**src/rtl/rtc_pkg.sv**
```systemverilog
// rtc_pkg: shared definitions for the RTC burst sequencer.
//   Control and Status3bit codes, RTC register index constants,
//   burst address lists with their lengths, and the FSM state encoding.
package rtc_pkg;

    typedef enum logic [2:0] {
        ST_INICIO,
        ST_INIT,
        ST_ESPERA,
        ST_LECT,
        ST_PROG,
        ST_ERROR
    } estado_t;

    localparam logic [1:0] CTRL_IDLE = 2'b00;
    localparam logic [1:0] CTRL_ESC  = 2'b01;
    localparam logic [1:0] CTRL_LEC  = 2'b10;

    localparam logic [2:0] STS_IDLE  = 3'b000;
    localparam logic [2:0] STS_INIT  = 3'b001;
    localparam logic [2:0] STS_LECT  = 3'b010;
    localparam logic [2:0] STS_PROG  = 3'b101;
    localparam logic [2:0] STS_ERROR = 3'b111;

    localparam logic [3:0] REG_NULO = 4'h0;
    localparam logic [3:0] REG_FIN  = 4'hF;

    // Lists are packed with entry 0 in the least significant nibble.
    localparam logic [3:0]  LEN_ESC   = 4'd11;
    localparam logic [43:0] LISTA_ESC = {REG_FIN, 4'hB, 4'hA, 4'h9, 4'h8, 4'h7,
                                         4'h6, 4'h5, 4'h4, 4'h3, 4'h2};
    localparam logic [3:0]  LEN_LEC   = 4'd8;
    localparam logic [31:0] LISTA_LEC = {REG_FIN, 4'h9, 4'h8, 4'h7, 4'h6, 4'h5,
                                         4'h4, 4'h3};

    function automatic logic [1:0] control_de(input estado_t e);
        case (e)
            ST_INIT, ST_PROG: return CTRL_ESC;
            ST_LECT:          return CTRL_LEC;
            default:          return CTRL_IDLE;
        endcase
    endfunction

    function automatic logic [2:0] status_de(input estado_t e);
        case (e)
            ST_INIT:  return STS_INIT;
            ST_LECT:  return STS_LECT;
            ST_PROG:  return STS_PROG;
            ST_ERROR: return STS_ERROR;
            default:  return STS_IDLE;
        endcase
    endfunction

endpackage

```
**src/rtl/secuenciador_rtc_if.sv**
```systemverilog
// secuenciador_rtc_if: bundle between the burst sequencer and the RTC
// bus-signal generator.
//   master (sequencer): reads cont_32, enable_cont_32, programar;
//                       drives Control, sync, Selec_Mux_DDw, Status3bit, ocupado, error_to.
//   slave  (generator / user side): the mirror image.
interface secuenciador_rtc_if;
    logic [4:0] cont_32;
    logic       enable_cont_32;
    logic       programar;
    logic [1:0] Control;
    logic       sync;
    logic [3:0] Selec_Mux_DDw;
    logic [2:0] Status3bit;
    logic       ocupado;
    logic       error_to;

    modport master (
        input  cont_32, enable_cont_32, programar,
        output Control, sync, Selec_Mux_DDw, Status3bit, ocupado, error_to
    );

    modport slave (
        output cont_32, enable_cont_32, programar,
        input  Control, sync, Selec_Mux_DDw, Status3bit, ocupado, error_to
    );
endinterface

```
**src/rtl/rtc_lista_dir.sv**
```systemverilog
// rtc_lista_dir: combinational list ROM.
//   escritura in  1  1 = write list (INIT / PROG), 0 = read list (LECT)
//   paso      in  4  step index inside the list
//   indice    out 4  RTC register index for that step (0 when out of range)
//   valido    out 1  step lies inside the list
module rtc_lista_dir
    import rtc_pkg::*;
(
    input  logic       escritura,
    input  logic [3:0] paso,
    output logic [3:0] indice,
    output logic       valido
);

    always_comb begin
        indice = REG_NULO;
        valido = 1'b0;
        if (escritura) begin
            if (paso < LEN_ESC) begin
                valido = 1'b1;
                indice = LISTA_ESC[{paso, 2'b00} +: 4];
            end
        end else begin
            if (paso < LEN_LEC) begin
                valido = 1'b1;
                indice = LISTA_LEC[{paso[2:0], 2'b00} +: 4];
            end
        end
    end

endmodule

```
**src/rtl/secuenciador_rtc.sv**
```systemverilog
// secuenciador_rtc: chooses which RTC burst runs (init write, periodic read,
// user program write) and steps one register address per completed
// 32-clock bus transaction.
//   reloj   in  system clock, rising edge
//   resetM  in  synchronous active-high reset
//   bus     secuenciador_rtc_if.master (cont_32, enable_cont_32, programar in;
//           Control, sync, Selec_Mux_DDw, Status3bit, ocupado, error_to out)
// Optional build macro RTC_TIMEOUT_EN: per-transaction timeout that aborts the
// burst with Status3bit=111 and an error_to pulse. Without it error_to stays 0.
//
// state      | meaning
// ST_INICIO  | post-reset idle, counting ESPERA_INI clocks
// ST_INIT    | init write burst
// ST_ESPERA  | idle between bursts, serving pending requests
// ST_LECT    | periodic read burst
// ST_PROG    | user program write burst
// ST_ERROR   | one clock after a transaction timeout
module secuenciador_rtc
    import rtc_pkg::*;
#(
    parameter int ESPERA_INI  = 100,
    parameter int PERIODO_LEC = 2000,
    parameter int SYNC_CICLOS = 2,
    parameter int TIMEOUT     = 64
) (
    input  logic                  reloj,
    input  logic                  resetM,
    secuenciador_rtc_if.master    bus
);

    localparam int W_INI  = $clog2(ESPERA_INI + 1);
    localparam int W_PER  = $clog2(PERIODO_LEC + 1);
    localparam int W_SYNC = $clog2(SYNC_CICLOS + 1);

    estado_t           estado;
    estado_t           destino;
    logic [W_INI-1:0]  cnt_ini;
    logic [W_PER-1:0]  cnt_per;
    logic [W_SYNC-1:0] cnt_sync;
    logic              per_activo;
    logic              pend_prog;
    logic              pend_lect;
    logic [3:0]        paso_q;
    logic [1:0]        control_q;
    logic [2:0]        status_q;
    logic [3:0]        selec_q;
    logic              sync_q;
    logic              ocupado_q;
    logic              error_to_q;
`ifdef RTC_TIMEOUT_EN
    localparam int W_TO = $clog2(TIMEOUT + 1);
    logic [W_TO-1:0]   cnt_to;
`endif

    logic       fin_trans;
    logic       en_rafaga;
    logic       entrar;
    logic       escritura_rom;
    logic [3:0] paso_rom;
    logic [3:0] indice_sig;
    logic       valido_sig;

    assign fin_trans = bus.enable_cont_32 && (bus.cont_32 == 5'd31);
    assign en_rafaga = (estado == ST_INIT) || (estado == ST_LECT) || (estado == ST_PROG);
    assign entrar    = ((estado == ST_INICIO) && (cnt_ini == '0)) ||
                       ((estado == ST_ESPERA) && (pend_prog || pend_lect));

    // One ROM port serves both the first entry of the burst about to start
    // and the next entry of the burst in progress.
    always_comb begin
        destino       = ST_LECT;
        escritura_rom = 1'b0;
        paso_rom      = 4'd0;
        if (estado == ST_INICIO)
            destino = ST_INIT;
        else if (pend_prog)
            destino = ST_PROG;
        if (en_rafaga) begin
            escritura_rom = (estado != ST_LECT);
            paso_rom      = paso_q + 4'd1;
        end else begin
            escritura_rom = (destino != ST_LECT);
        end
    end

    rtc_lista_dir u_lista (
        .escritura (escritura_rom),
        .paso      (paso_rom),
        .indice    (indice_sig),
        .valido    (valido_sig)
    );

    always_ff @(posedge reloj) begin
        if (resetM) begin
            estado     <= ST_INICIO;
            cnt_ini    <= W_INI'(ESPERA_INI - 1);
            cnt_per    <= '0;
            cnt_sync   <= '0;
            per_activo <= 1'b0;
            pend_prog  <= 1'b0;
            pend_lect  <= 1'b0;
            paso_q     <= 4'd0;
            control_q  <= CTRL_IDLE;
            status_q   <= STS_IDLE;
            selec_q    <= REG_NULO;
            sync_q     <= 1'b0;
            ocupado_q  <= 1'b0;
            error_to_q <= 1'b0;
`ifdef RTC_TIMEOUT_EN
            cnt_to     <= '0;
`endif
        end else begin
            error_to_q <= 1'b0;

            if (sync_q) begin
                if (cnt_sync == '0)
                    sync_q <= 1'b0;
                else
                    cnt_sync <= cnt_sync - W_SYNC'(1);
            end

            // Clear-on-accept comes first so a request arriving on the same
            // clock survives as a new pending request.
            if (entrar && (destino == ST_PROG))
                pend_prog <= 1'b0;
            if (bus.programar)
                pend_prog <= 1'b1;
            if (entrar && (destino == ST_LECT))
                pend_lect <= 1'b0;

            if (per_activo) begin
                if (cnt_per == '0) begin
                    cnt_per   <= W_PER'(PERIODO_LEC - 1);
                    pend_lect <= 1'b1;
                end else begin
                    cnt_per <= cnt_per - W_PER'(1);
                end
            end

            if (entrar) begin
                estado    <= destino;
                control_q <= control_de(destino);
                status_q  <= status_de(destino);
                selec_q   <= indice_sig;
                paso_q    <= 4'd0;
                ocupado_q <= 1'b1;
                sync_q    <= 1'b1;
                cnt_sync  <= W_SYNC'(SYNC_CICLOS - 1);
`ifdef RTC_TIMEOUT_EN
                cnt_to    <= W_TO'(TIMEOUT - 1);
`endif
            end else begin
                case (estado)
                    ST_INICIO: cnt_ini <= cnt_ini - W_INI'(1);
                    ST_INIT, ST_LECT, ST_PROG: begin
                        if (fin_trans) begin
`ifdef RTC_TIMEOUT_EN
                            cnt_to <= W_TO'(TIMEOUT - 1);
`endif
                            if (valido_sig) begin
                                paso_q  <= paso_rom;
                                selec_q <= indice_sig;
                            end else begin
                                estado    <= ST_ESPERA;
                                control_q <= CTRL_IDLE;
                                status_q  <= STS_IDLE;
                                selec_q   <= REG_NULO;
                                ocupado_q <= 1'b0;
                                paso_q    <= 4'd0;
                                // The read period is measured from the end of init.
                                if (estado == ST_INIT) begin
                                    per_activo <= 1'b1;
                                    cnt_per    <= W_PER'(PERIODO_LEC - 1);
                                end
                            end
                        end
`ifdef RTC_TIMEOUT_EN
                        else if (cnt_to == '0) begin
                            estado     <= ST_ERROR;
                            control_q  <= CTRL_IDLE;
                            status_q   <= STS_ERROR;
                            selec_q    <= REG_NULO;
                            ocupado_q  <= 1'b0;
                            sync_q     <= 1'b0;
                            paso_q     <= 4'd0;
                            error_to_q <= 1'b1;
                        end else begin
                            cnt_to <= cnt_to - W_TO'(1);
                        end
`endif
                    end
                    ST_ERROR: begin
                        status_q <= STS_IDLE;
                        estado   <= ST_ESPERA;
                    end
                    default: ;
                endcase
            end
        end
    end

    assign bus.Control       = control_q;
    assign bus.sync          = sync_q;
    assign bus.Selec_Mux_DDw = selec_q;
    assign bus.Status3bit    = status_q;
    assign bus.ocupado       = ocupado_q;
    assign bus.error_to      = error_to_q;

endmodule
```
**src/flat_wrapper.sv**
```systemverilog
// flat-port wrapper written by rule: the top's interface ports become plain ports
module secuenciador_rtc_flat import rtc_pkg::*;
#(
    parameter int ESPERA_INI  = 100,
    parameter int PERIODO_LEC = 2000,
    parameter int SYNC_CICLOS = 2,
    parameter int TIMEOUT     = 64
)
  (reloj, resetM, bus_cont_32, bus_enable_cont_32, bus_programar, bus_Control, bus_sync, bus_Selec_Mux_DDw, bus_Status3bit, bus_ocupado, bus_error_to);
  secuenciador_rtc_if bus_i ();
  input  logic reloj;
  input  logic resetM;
  input wire logic [$bits(bus_i.cont_32)-1:0] bus_cont_32;
  input wire logic [$bits(bus_i.enable_cont_32)-1:0] bus_enable_cont_32;
  input wire logic [$bits(bus_i.programar)-1:0] bus_programar;
  output wire logic [$bits(bus_i.Control)-1:0] bus_Control;
  output wire logic [$bits(bus_i.sync)-1:0] bus_sync;
  output wire logic [$bits(bus_i.Selec_Mux_DDw)-1:0] bus_Selec_Mux_DDw;
  output wire logic [$bits(bus_i.Status3bit)-1:0] bus_Status3bit;
  output wire logic [$bits(bus_i.ocupado)-1:0] bus_ocupado;
  output wire logic [$bits(bus_i.error_to)-1:0] bus_error_to;
  assign bus_i.cont_32 = bus_cont_32;
  assign bus_i.enable_cont_32 = bus_enable_cont_32;
  assign bus_i.programar = bus_programar;
  assign bus_Control = bus_i.Control;
  assign bus_sync = bus_i.sync;
  assign bus_Selec_Mux_DDw = bus_i.Selec_Mux_DDw;
  assign bus_Status3bit = bus_i.Status3bit;
  assign bus_ocupado = bus_i.ocupado;
  assign bus_error_to = bus_i.error_to;
  secuenciador_rtc #(.ESPERA_INI(ESPERA_INI), .PERIODO_LEC(PERIODO_LEC), .SYNC_CICLOS(SYNC_CICLOS), .TIMEOUT(TIMEOUT)) u_core (.reloj(reloj), .resetM(resetM), .bus(bus_i));
endmodule
```
**config.mk**
```make
export PLATFORM = sky130hd
export DESIGN_NAME = secuenciador_rtc_flat
export DESIGN_NICKNAME = d
export VERILOG_FILES = /design/src/rtl/rtc_pkg.sv /design/src/rtl/secuenciador_rtc_if.sv /design/src/rtl/rtc_lista_dir.sv /design/src/rtl/secuenciador_rtc.sv /design/src/flat_wrapper.sv
export SDC_FILE = /design/constraint.sdc
export NUM_CORES = 1
export LEC_CHECK = 0
export BUFFER_PORTS_ARGS = -buffer_cell sky130_fd_sc_hd__buf_2
export CORE_MARGIN = 5
export CORE_UTILIZATION = 50
export CTS_CLUSTER_DIAMETER = 40
export DETAILED_ROUTE_END_ITERATION = 16
export MAX_ROUTING_LAYER = met4
export PLACE_DENSITY = 0.69
export SYNTH_ARGS = -nofsm -noshare
export SYNTH_HDL_FRONTEND = slang
export SYNTH_SLANG_ARGS = --single-unit
export TNS_END_PERCENT = 50
```
**constraint.sdc**
```tcl
create_clock -name reloj -period 5.4 [get_ports reloj]
set_input_delay 0 -clock reloj [delete_from_list [all_inputs] [get_ports reloj]]
set_output_delay 0 -clock reloj [all_outputs]
set_load 0.01 [all_outputs]
```
# Word level (Yosys, flattened, before mapping)
# Cells that the tools add are included.
# word_totals
register_bits	41
input_bits	9
output_inout_bits	12
wordCells	121
# classes
n_addsub	4
order_cmp	2
n_eq_ne	16
n_shift	2
n_mux	51
bitwise_logic	3
n_reduce_logical	29
# ops
op	n
11-bit two-way mux	7
44-bit by 7-bit variable part select with 4-bit output, first input constant	1
4-bit two-way mux	9
32-bit by 6-bit variable part select with 4-bit output, first input constant	1
3-bit two-way mux	8
1-bit two-way mux	19
3-bit equality test, second input constant	4
3-bit one-hot mux with 2 select lines	2
3-bit one-hot mux with 4 select lines	1
11-bit logical NOT	1
11-bit by 1-bit subtractor with 11-bit output, second input constant	1
2-bit AND reduction	5
3-bit by 2-bit equality test with 1-bit output, second input constant	3
3-bit by 2-bit inequality test with 1-bit output, second input constant	3
4-bit less-than comparator, second input constant	2
2-bit two-way mux	4
2-bit nonzero test	4
7-bit logical NOT	1
7-bit by 1-bit subtractor with 7-bit output, second input constant	1
3-bit by 1-bit equality test with 1-bit output, second input constant	2
3-bit AND reduction	2
5-bit equality test, second input constant	1
1-bit logical AND	5
5-bit AND reduction	1
12 further kinds	19

# Longest topological paths before layout
# depth
depth_word	11
ltp_mapped	11
mapped_depth_nobuf	10

# By module
# From an unflattened synthesis, not the netlist that was laid out.
# hier_totals
cells_unflattened	256
hier_area_um2	2202.1
# by_module_without_submodules
mod	instances	cells_each	area_each_um2	seq_area_each_um2
secuenciador_rtc	1	225	1969.4	800.8
rtc_lista_dir	1	31	232.7	0.0

# Worst setup path before layout
# No wires, ideal clock.
# synth_path
kind	flip-flop to flip-flop
start	register u_core.estado[0]
end	register u_core.selec_q[1], in the netlist u_core.bus.Selec_Mux_DDw[1]
setup_ps	117
arrival_ps	2308
setup_slack_ps	2975
path_stages_with_launch	9
path_buffers	1
cell_sequence	dfxtp_1 > buf_6 > or3b_4 > a21oi_1 > inv_1 > ha_1 > or4_1 > a21o_1 > a32o_1
# synth_via
elab_chain_cells	11
word_cells_on_any_way	33
# synth_lines
element	line_no	rtl
start, declared	secuenciador_rtc.sv:35	estado_t estado;
start signal, assigned	secuenciador_rtc.sv:141	estado <= destino;
3-bit by 1-bit equality test with 1-bit output / 3-bit by 2-bit equality test with 1-bit output (equally long branches)	secuenciador_rtc.sv:64, secuenciador_rtc.sv:153	
1-bit logical OR (2 in series)	secuenciador_rtc.sv:64	assign en_rafaga = (estado == ST_INIT) || (estado == ST_LECT) || (estado == ST_PROG);
4-bit two-way mux	secuenciador_rtc.sv:78	if (en_rafaga) begin
44-bit by 7-bit variable part select with 4-bit output (tied with other cells)	rtc_lista_dir.sv:21	indice = LISTA_ESC[{paso, 2'b00} +: 4];
4-bit two-way mux (tied with other cells)	rtc_lista_dir.sv:19	if (paso < LEN_ESC) begin
4-bit two-way mux / 1-bit two-way mux (equally long branches)	rtc_lista_dir.sv:18	if (escritura) begin
4-bit two-way mux	secuenciador_rtc.sv:160	if (valido_sig) begin
4-bit two-way mux	secuenciador_rtc.sv:156	if (fin_trans) begin
4-bit two-way mux	secuenciador_rtc.sv:153	case (estado)
4-bit two-way mux	secuenciador_rtc.sv:140	if (entrar) begin
end signal, assigned	secuenciador_rtc.sv:144	selec_q <= indice_sig;
end signal, assigned	secuenciador_rtc.sv:162	selec_q <= indice_sig;
end, declared	secuenciador_rtc.sv:46	logic [3:0] selec_q;
# Parallel ways exist; a longest one is shown, timed or not. The select of a mux whose other input is x is not followed.
# A chain may end at the register's enable or synchronous reset.

==> tab_implementation.tex <==
\begin{tabular}{lr}
\hline
Metric & Value \\
\hline
\multicolumn{2}{l}{\textbf{Outcome}} \\
\quad Status & finished, final reports clean \\
\multicolumn{2}{l}{\textbf{Setup path}} \\
\quad Crit path launch type & flop \\
\quad Data required time at the worst endpoint & between 5 and 6 ns \\
\quad Master of the slowest instance on the critical path & sky130\_fd\_sc\_hd\_\_dfxtp\_1 \\
\quad Largest driver fanout on the critical path & 18 \\
\quad Cell Chain, Critical Path & nand2b\_1 > nand2\_1 > nand2\_1 > inv\_1 > ha\_1 > a21oi\_1 > a21oi\_1 > a21boi\_1 > and3\_1 \\
\quad Critical path class & flop to flop \\
\quad CP Capture Type & flop \\
\quad Arrival time reported for the critical path endpoint & 3.18 ns \\
\quad Largest stage delay on the critical path & around 0.67 ns \\
\multicolumn{2}{l}{\textbf{Hold path}} \\
\quad Min-Delay Path Class & primary input to flop \\
\multicolumn{2}{l}{\textbf{Yosys}} \\
\quad Post-synth EDFFs & 0 \\
\quad Primary flip-flop cell chosen by synthesis mapping & sky130\_fd\_sc\_hd\_\_dfxtp\_1 \\
\quad Netlist Area Pre-Place & about 2400 sq um \\
\quad Most area-hungry cell type in the Yosys netlist & sky130\_fd\_sc\_hd\_\_dfxtp\_1 \\
\quad Nets in the synthesized netlist & around 300 \\
\quad Share of Yosys cell area claimed by the top area cell type & approximately 34\% \\
\quad Cell count after synthesis & $\sim$280 \\
\quad Sequential fraction of the synthesis area & between 30\% and 40\% \\
\quad Number of distinct library cells after synthesis & a little under 60 \\
\quad Count of yosys warnings during synthesis & 0 \\
\quad Flops \& latches, synth & 40 \\
\quad Mean cell area of the mapped netlist & between 8 and 9 sq um \\
\quad Async set-or-reset flop fraction in the synthesized netlist & 0\% \\
\quad Synth area leaders & sky130\_fd\_sc\_hd\_\_dfxtp\_1 (34\%), sky130\_fd\_sc\_hd\_\_ha\_1 (6.8\%), sky130\_fd\_sc\_hd\_\_a21oi\_1 (5.3\%) \\
\multicolumn{2}{l}{\textbf{CTS}} \\
\quad TritonCTS clock tree & built \\
\quad Maximum root-to-sink buffer count & 2 \\
\quad Clock latency at the later pin of the worst-skew pair & approximately 0.29 ns \\
\quad \# clock sinks & 40 \\
\quad Cell at the root of the clock tree & sky130\_fd\_sc\_hd\_\_clkbuf\_8 \\
\quad Clock transition at path regs & approximately 0.08 ns \\
\quad Number of buffers inserted during clock tree synthesis & 5 \\
\quad H-tree depth & 2 \\
\quad Number of post-CTS setup repair buffers & 0 \\
\multicolumn{2}{l}{\textbf{STA}} \\
\quad Hold violation total from the final report & 0 \\
\quad Worst slew margin relative to its limit & 53.8\% \\
\quad Final number of setup-violating endpoints & 0 \\
\quad Part of the cycle the worst path needs & a little over half \\
\quad Unrepaired setup endpoints after global routing & false \\
\quad FMAX & between 0.3 and 0.4 GHz \\
\quad Clock Skew & about 0.0070 ns \\
\quad Worst-Margin Slew & between 0.6 and 0.7 ns \\
\quad Smallest hold slack & $\sim$0.20 ns \\
\quad Worst path setup slack after routing & between 2 and 2.5 ns \\
\quad Setup tns final & 0 ns \\
\quad Final Slew Violations & 0 \\
\quad Final worst path period need & between 2 and 3 ns \\
\multicolumn{2}{l}{\textbf{Drt}} \\
\quad Final WL & approximately 5000 microns \\
\quad DRC violation total after the first TritonRoute iteration & 86 \\
\quad Drc violations & 0 \\
\quad Routed vias & between 1500 and 2000 \\
\quad Wirelength per Cell & roughly 14 microns \\
\quad Vias per std cell & 5.59 \\
\quad Final antenna-violating net count & 0 \\
\quad Detailed Routing Iterations Pass 1 & 4 \\
\multicolumn{2}{l}{\textbf{Power and ir drop}} \\
\quad IR Drop Worst-Case VDD & approximately 190 uV \\
\quad Portion of total power attributed to sequential cells & between 40\% and 50\% \\
\quad Switching power as a share of total power & about a quarter \\
\quad Net switching power & around 180 uW \\
\quad Int Pwr & roughly 520 uW \\
\quad Combinational power share & between 15 and 20\% \\
\quad PwrDens & roughly 270 nW/um\^{}2 \\
\quad Clock share of power & between 30 and 40\% \\
\quad Static Leakage & 1.06 nW \\
\multicolumn{2}{l}{\textbf{Place}} \\
\quad Half-perimeter wire length after placement & between 3000 and 4000 microns \\
\quad Routability congestion estimate & a little over 0.9 \\
\quad Placed Instance Area & around 2500 sq um \\
\quad Post-placement setup slack & 2.49 ns \\
\quad Number of buffer cells added on primary ports & 19 \\
\multicolumn{2}{l}{\textbf{Die}} \\
\quad Initial Util & slightly above 50\% \\
\quad Number of core rows & 25 \\
\quad Area of the die & just over 6000 sq um \\
\quad Die width & slightly below 80 microns \\
\quad Area inside the core boundary & 4660 sq um \\
\quad Count of pins on the block boundary & 21 \\
\quad Die height & 79.0 microns \\
\multicolumn{2}{l}{\textbf{Global routing}} \\
\quad First-pass GRT wire length & 8490 microns \\
\quad Vias in the first global route & between 1500 and 2000 \\
\quad Leftover overflow at the end of global routing & 0 \\
\quad Pin count of the biggest net entering global routing & 33 \\
\quad Number of antenna violations at the first check in global routing & 0 \\
\quad GRT Resource Usage Total & between 10\% and 20\% \\
\multicolumn{2}{l}{\textbf{Cells and area}} \\
\quad Share of final-layout standard cells stronger than drive strength 1 & roughly 14\% \\
\quad Layout Cell Area excl Fill & about 2600 sq um \\
\quad Final \#Nets & 317 \\
\quad Number of inserted diodes & 0 \\
\quad Signed area change from the synthesized netlist to the final layout & 9.63\% \\
\multicolumn{2}{l}{\textbf{Flow run}} \\
\quad Count of max-cap constraint violations & 0 \\
\hline
\end{tabular}
-- power groups by stage --
stage / combinational, mW / sequential [mW] / clock [mW]
floorplan: 0.0939 / 0.333 / 0
global placement: 0.107 / 0.342 / 0
detailed placement: 0.109 / 0.343 / 0
CTS: 0.110 / 0.336 / 0.268
global route: 0.123 / 0.339 / 0.284
finish: 0.109 / 0.336 / 0.263
-- cells in the final DEF, fill, tap and decap left out, types with 2 or more instances in the layout --
master / instances
sky130_fd_sc_hd__a211oi_1: 4
sky130_fd_sc_hd__a211oi_4: 2
sky130_fd_sc_hd__a21o_1: 5
sky130_fd_sc_hd__a21oi_1: 25
sky130_fd_sc_hd__a31oi_1: 2
sky130_fd_sc_hd__and3_1: 3
sky130_fd_sc_hd__buf_2: 19
sky130_fd_sc_hd__clkbuf_8: 7
sky130_fd_sc_hd__dfxtp_1: 40
sky130_fd_sc_hd__ha_1: 13
sky130_fd_sc_hd__inv_1: 14
sky130_fd_sc_hd__nand2_1: 25
sky130_fd_sc_hd__nand2b_1: 8
sky130_fd_sc_hd__nand3_1: 5
sky130_fd_sc_hd__nand3b_1: 3
sky130_fd_sc_hd__nand4_1: 3
sky130_fd_sc_hd__nand4b_1: 2
sky130_fd_sc_hd__nor2_1: 24
sky130_fd_sc_hd__nor2b_1: 10
sky130_fd_sc_hd__nor3_1: 5
sky130_fd_sc_hd__nor3b_1: 3
sky130_fd_sc_hd__nor4_1: 5
sky130_fd_sc_hd__nor4b_1: 2
sky130_fd_sc_hd__o211ai_1: 2
sky130_fd_sc_hd__o21ai_0: 7
sky130_fd_sc_hd__o22ai_1: 2
sky130_fd_sc_hd__o2bb2ai_1: 3
sky130_fd_sc_hd__or2_2: 2
sky130_fd_sc_hd__or3_1: 2
sky130_fd_sc_hd__or4_1: 2
sky130_fd_sc_hd__xnor2_1: 9
sky130_fd_sc_hd__xor2_1: 11
-- state kept, by name (all words and copies together), names as in the netlist --
signal and flops:
u_core.bus.ocupado 1, u_core.pend_lect 1, u_core.per_activo 1, u_core.bus.Control 2
u_core.bus.Status3bit 3, u_core.bus.sync 1, u_core.bus.Selec_Mux_DDw 4, u_core.cnt_sync 2
u_core.pend_prog 1, u_core.paso_q 4, u_core.cnt_ini 7, u_core.cnt_per 11
u_core.estado 2
-- metrics by stage --
step	cells	total power [mW]	utilization [%]
2_1_floorplan	282	0.427	-
3_3_place_gp	341	0.449	53.0
3_5_place_dp	341	0.452	53.0
4_1_cts	350	0.714	55.9
5_1_grt	350	0.746	55.9
6_report	350	0.708	55.9
-- cell usage after synthesis (2+ instances only) --
| cell type | count |
|---|---|
| sky130_fd_sc_hd__a211oi_1 | 4 |
| sky130_fd_sc_hd__a211oi_4 | 2 |
| sky130_fd_sc_hd__a21o_1 | 5 |
| sky130_fd_sc_hd__a21oi_1 | 25 |
| sky130_fd_sc_hd__a31oi_1 | 2 |
| sky130_fd_sc_hd__and3_1 | 3 |
| sky130_fd_sc_hd__buf_1 | 2 |
| sky130_fd_sc_hd__buf_2 | 5 |
| sky130_fd_sc_hd__buf_4 | 2 |
| sky130_fd_sc_hd__clkbuf_1 | 5 |
| sky130_fd_sc_hd__dfxtp_1 | 40 |
| sky130_fd_sc_hd__ha_1 | 13 |
| sky130_fd_sc_hd__inv_1 | 14 |
| sky130_fd_sc_hd__nand2_1 | 25 |
| sky130_fd_sc_hd__nand2b_1 | 8 |
| sky130_fd_sc_hd__nand3_1 | 5 |
| sky130_fd_sc_hd__nand3b_1 | 3 |
| sky130_fd_sc_hd__nand4_1 | 3 |
| sky130_fd_sc_hd__nand4b_1 | 2 |
| sky130_fd_sc_hd__nor2_1 | 24 |
| sky130_fd_sc_hd__nor2b_1 | 10 |
| sky130_fd_sc_hd__nor3_1 | 5 |
| sky130_fd_sc_hd__nor3b_1 | 3 |
| sky130_fd_sc_hd__nor4_1 | 5 |
| sky130_fd_sc_hd__nor4b_1 | 2 |
| sky130_fd_sc_hd__o211ai_1 | 2 |
| sky130_fd_sc_hd__o21ai_0 | 7 |
| sky130_fd_sc_hd__o22ai_1 | 2 |
| sky130_fd_sc_hd__o2bb2ai_1 | 3 |
| sky130_fd_sc_hd__or2_2 | 2 |
| sky130_fd_sc_hd__or3_1 | 2 |
| sky130_fd_sc_hd__or4_1 | 2 |
| sky130_fd_sc_hd__xnor2_1 | 9 |
| sky130_fd_sc_hd__xor2_1 | 11 |
-- path summary, 6_finish.rpt --
path | depth (start not counted) | from | to | slack (ns)
worst max-delay path | 9 | u_core.bus.Status3bit[2]$_SDFFE_PP0P_ | u_core.cnt_per[4]$_SDFF_PP0_ | 2.45
worst min-delay path | 2 | resetM | u_core.cnt_sync[0]$_SDFFE_PP0P_ | 0.20
worst min register to register | 1 | u_core.bus.Status3bit[1]$_SDFFE_PP0P_ | u_core.bus.Status3bit[1]$_SDFFE_PP0P_ | 0.45
worst max register to register | 9 | u_core.bus.Status3bit[2]$_SDFFE_PP0P_ | u_core.cnt_per[4]$_SDFF_PP0_ | 2.45
-- final cells by class --
| type | instances | area, sq um |
|---|---|---|
| fillers | 448 | 2050 |
| well taps | 54 | 67.6 |
| inverters | 14 | 52.6 |
| clock buffers | 7 | 96.3 |
| flip-flops and latches | 40 | 801 |
| clock inverters | 1 | 30.0 |
| multi-input cells | 213 | 1450 |
| repair buffers | 21 | 113 |
-- cells by family after synthesis --
group | Yosys count | synth area share, %
AND/OR/NAND/NOR | 110 | 25.4
AO/OA/AOI/OAI | 68 | 20.6
flip-flops | 40 | 33.7
buffers and inverters | 29 | 5.47
XOR/XNOR | 20 | 7.37
adder cells (fa/ha/maj) | 13 | 6.84
other | 1 | 0.158
multiplexers | 1 | 0.421
-- metal layers --
metal / share of wire, % / routed length, microns / track usage, % / vias to the layer above
met5: 0 / 0 / - / -
met4: 0.85 / 43 / 4.12 / 0
met3: 4.6 / 232 / 3.85 / 4
met2: 45 / 2250 / 27.3 / 37
met1: 50 / 2520 / 23.3 / 897
li1: - / - / - / 1019
-- critical path, delay by kind of cell (launching register included) --
family / cells / cell delay (ns)
flip-flops: 1 / 0.67
adder cells (fa/ha/maj): 1 / 0.24
AO/OA/AOI/OAI: 3 / 0.96
buffers and inverters: 1 / 0.12
AND/OR/NAND/NOR: 4 / 0.90
-- what timing repair did --
item                                   4_1_cts  5_1_grt
hold buffers                                 1        0
resized for setup                            0        0
endpoints found under the hold margin        1        0
(Power assumes the default switching activity.)
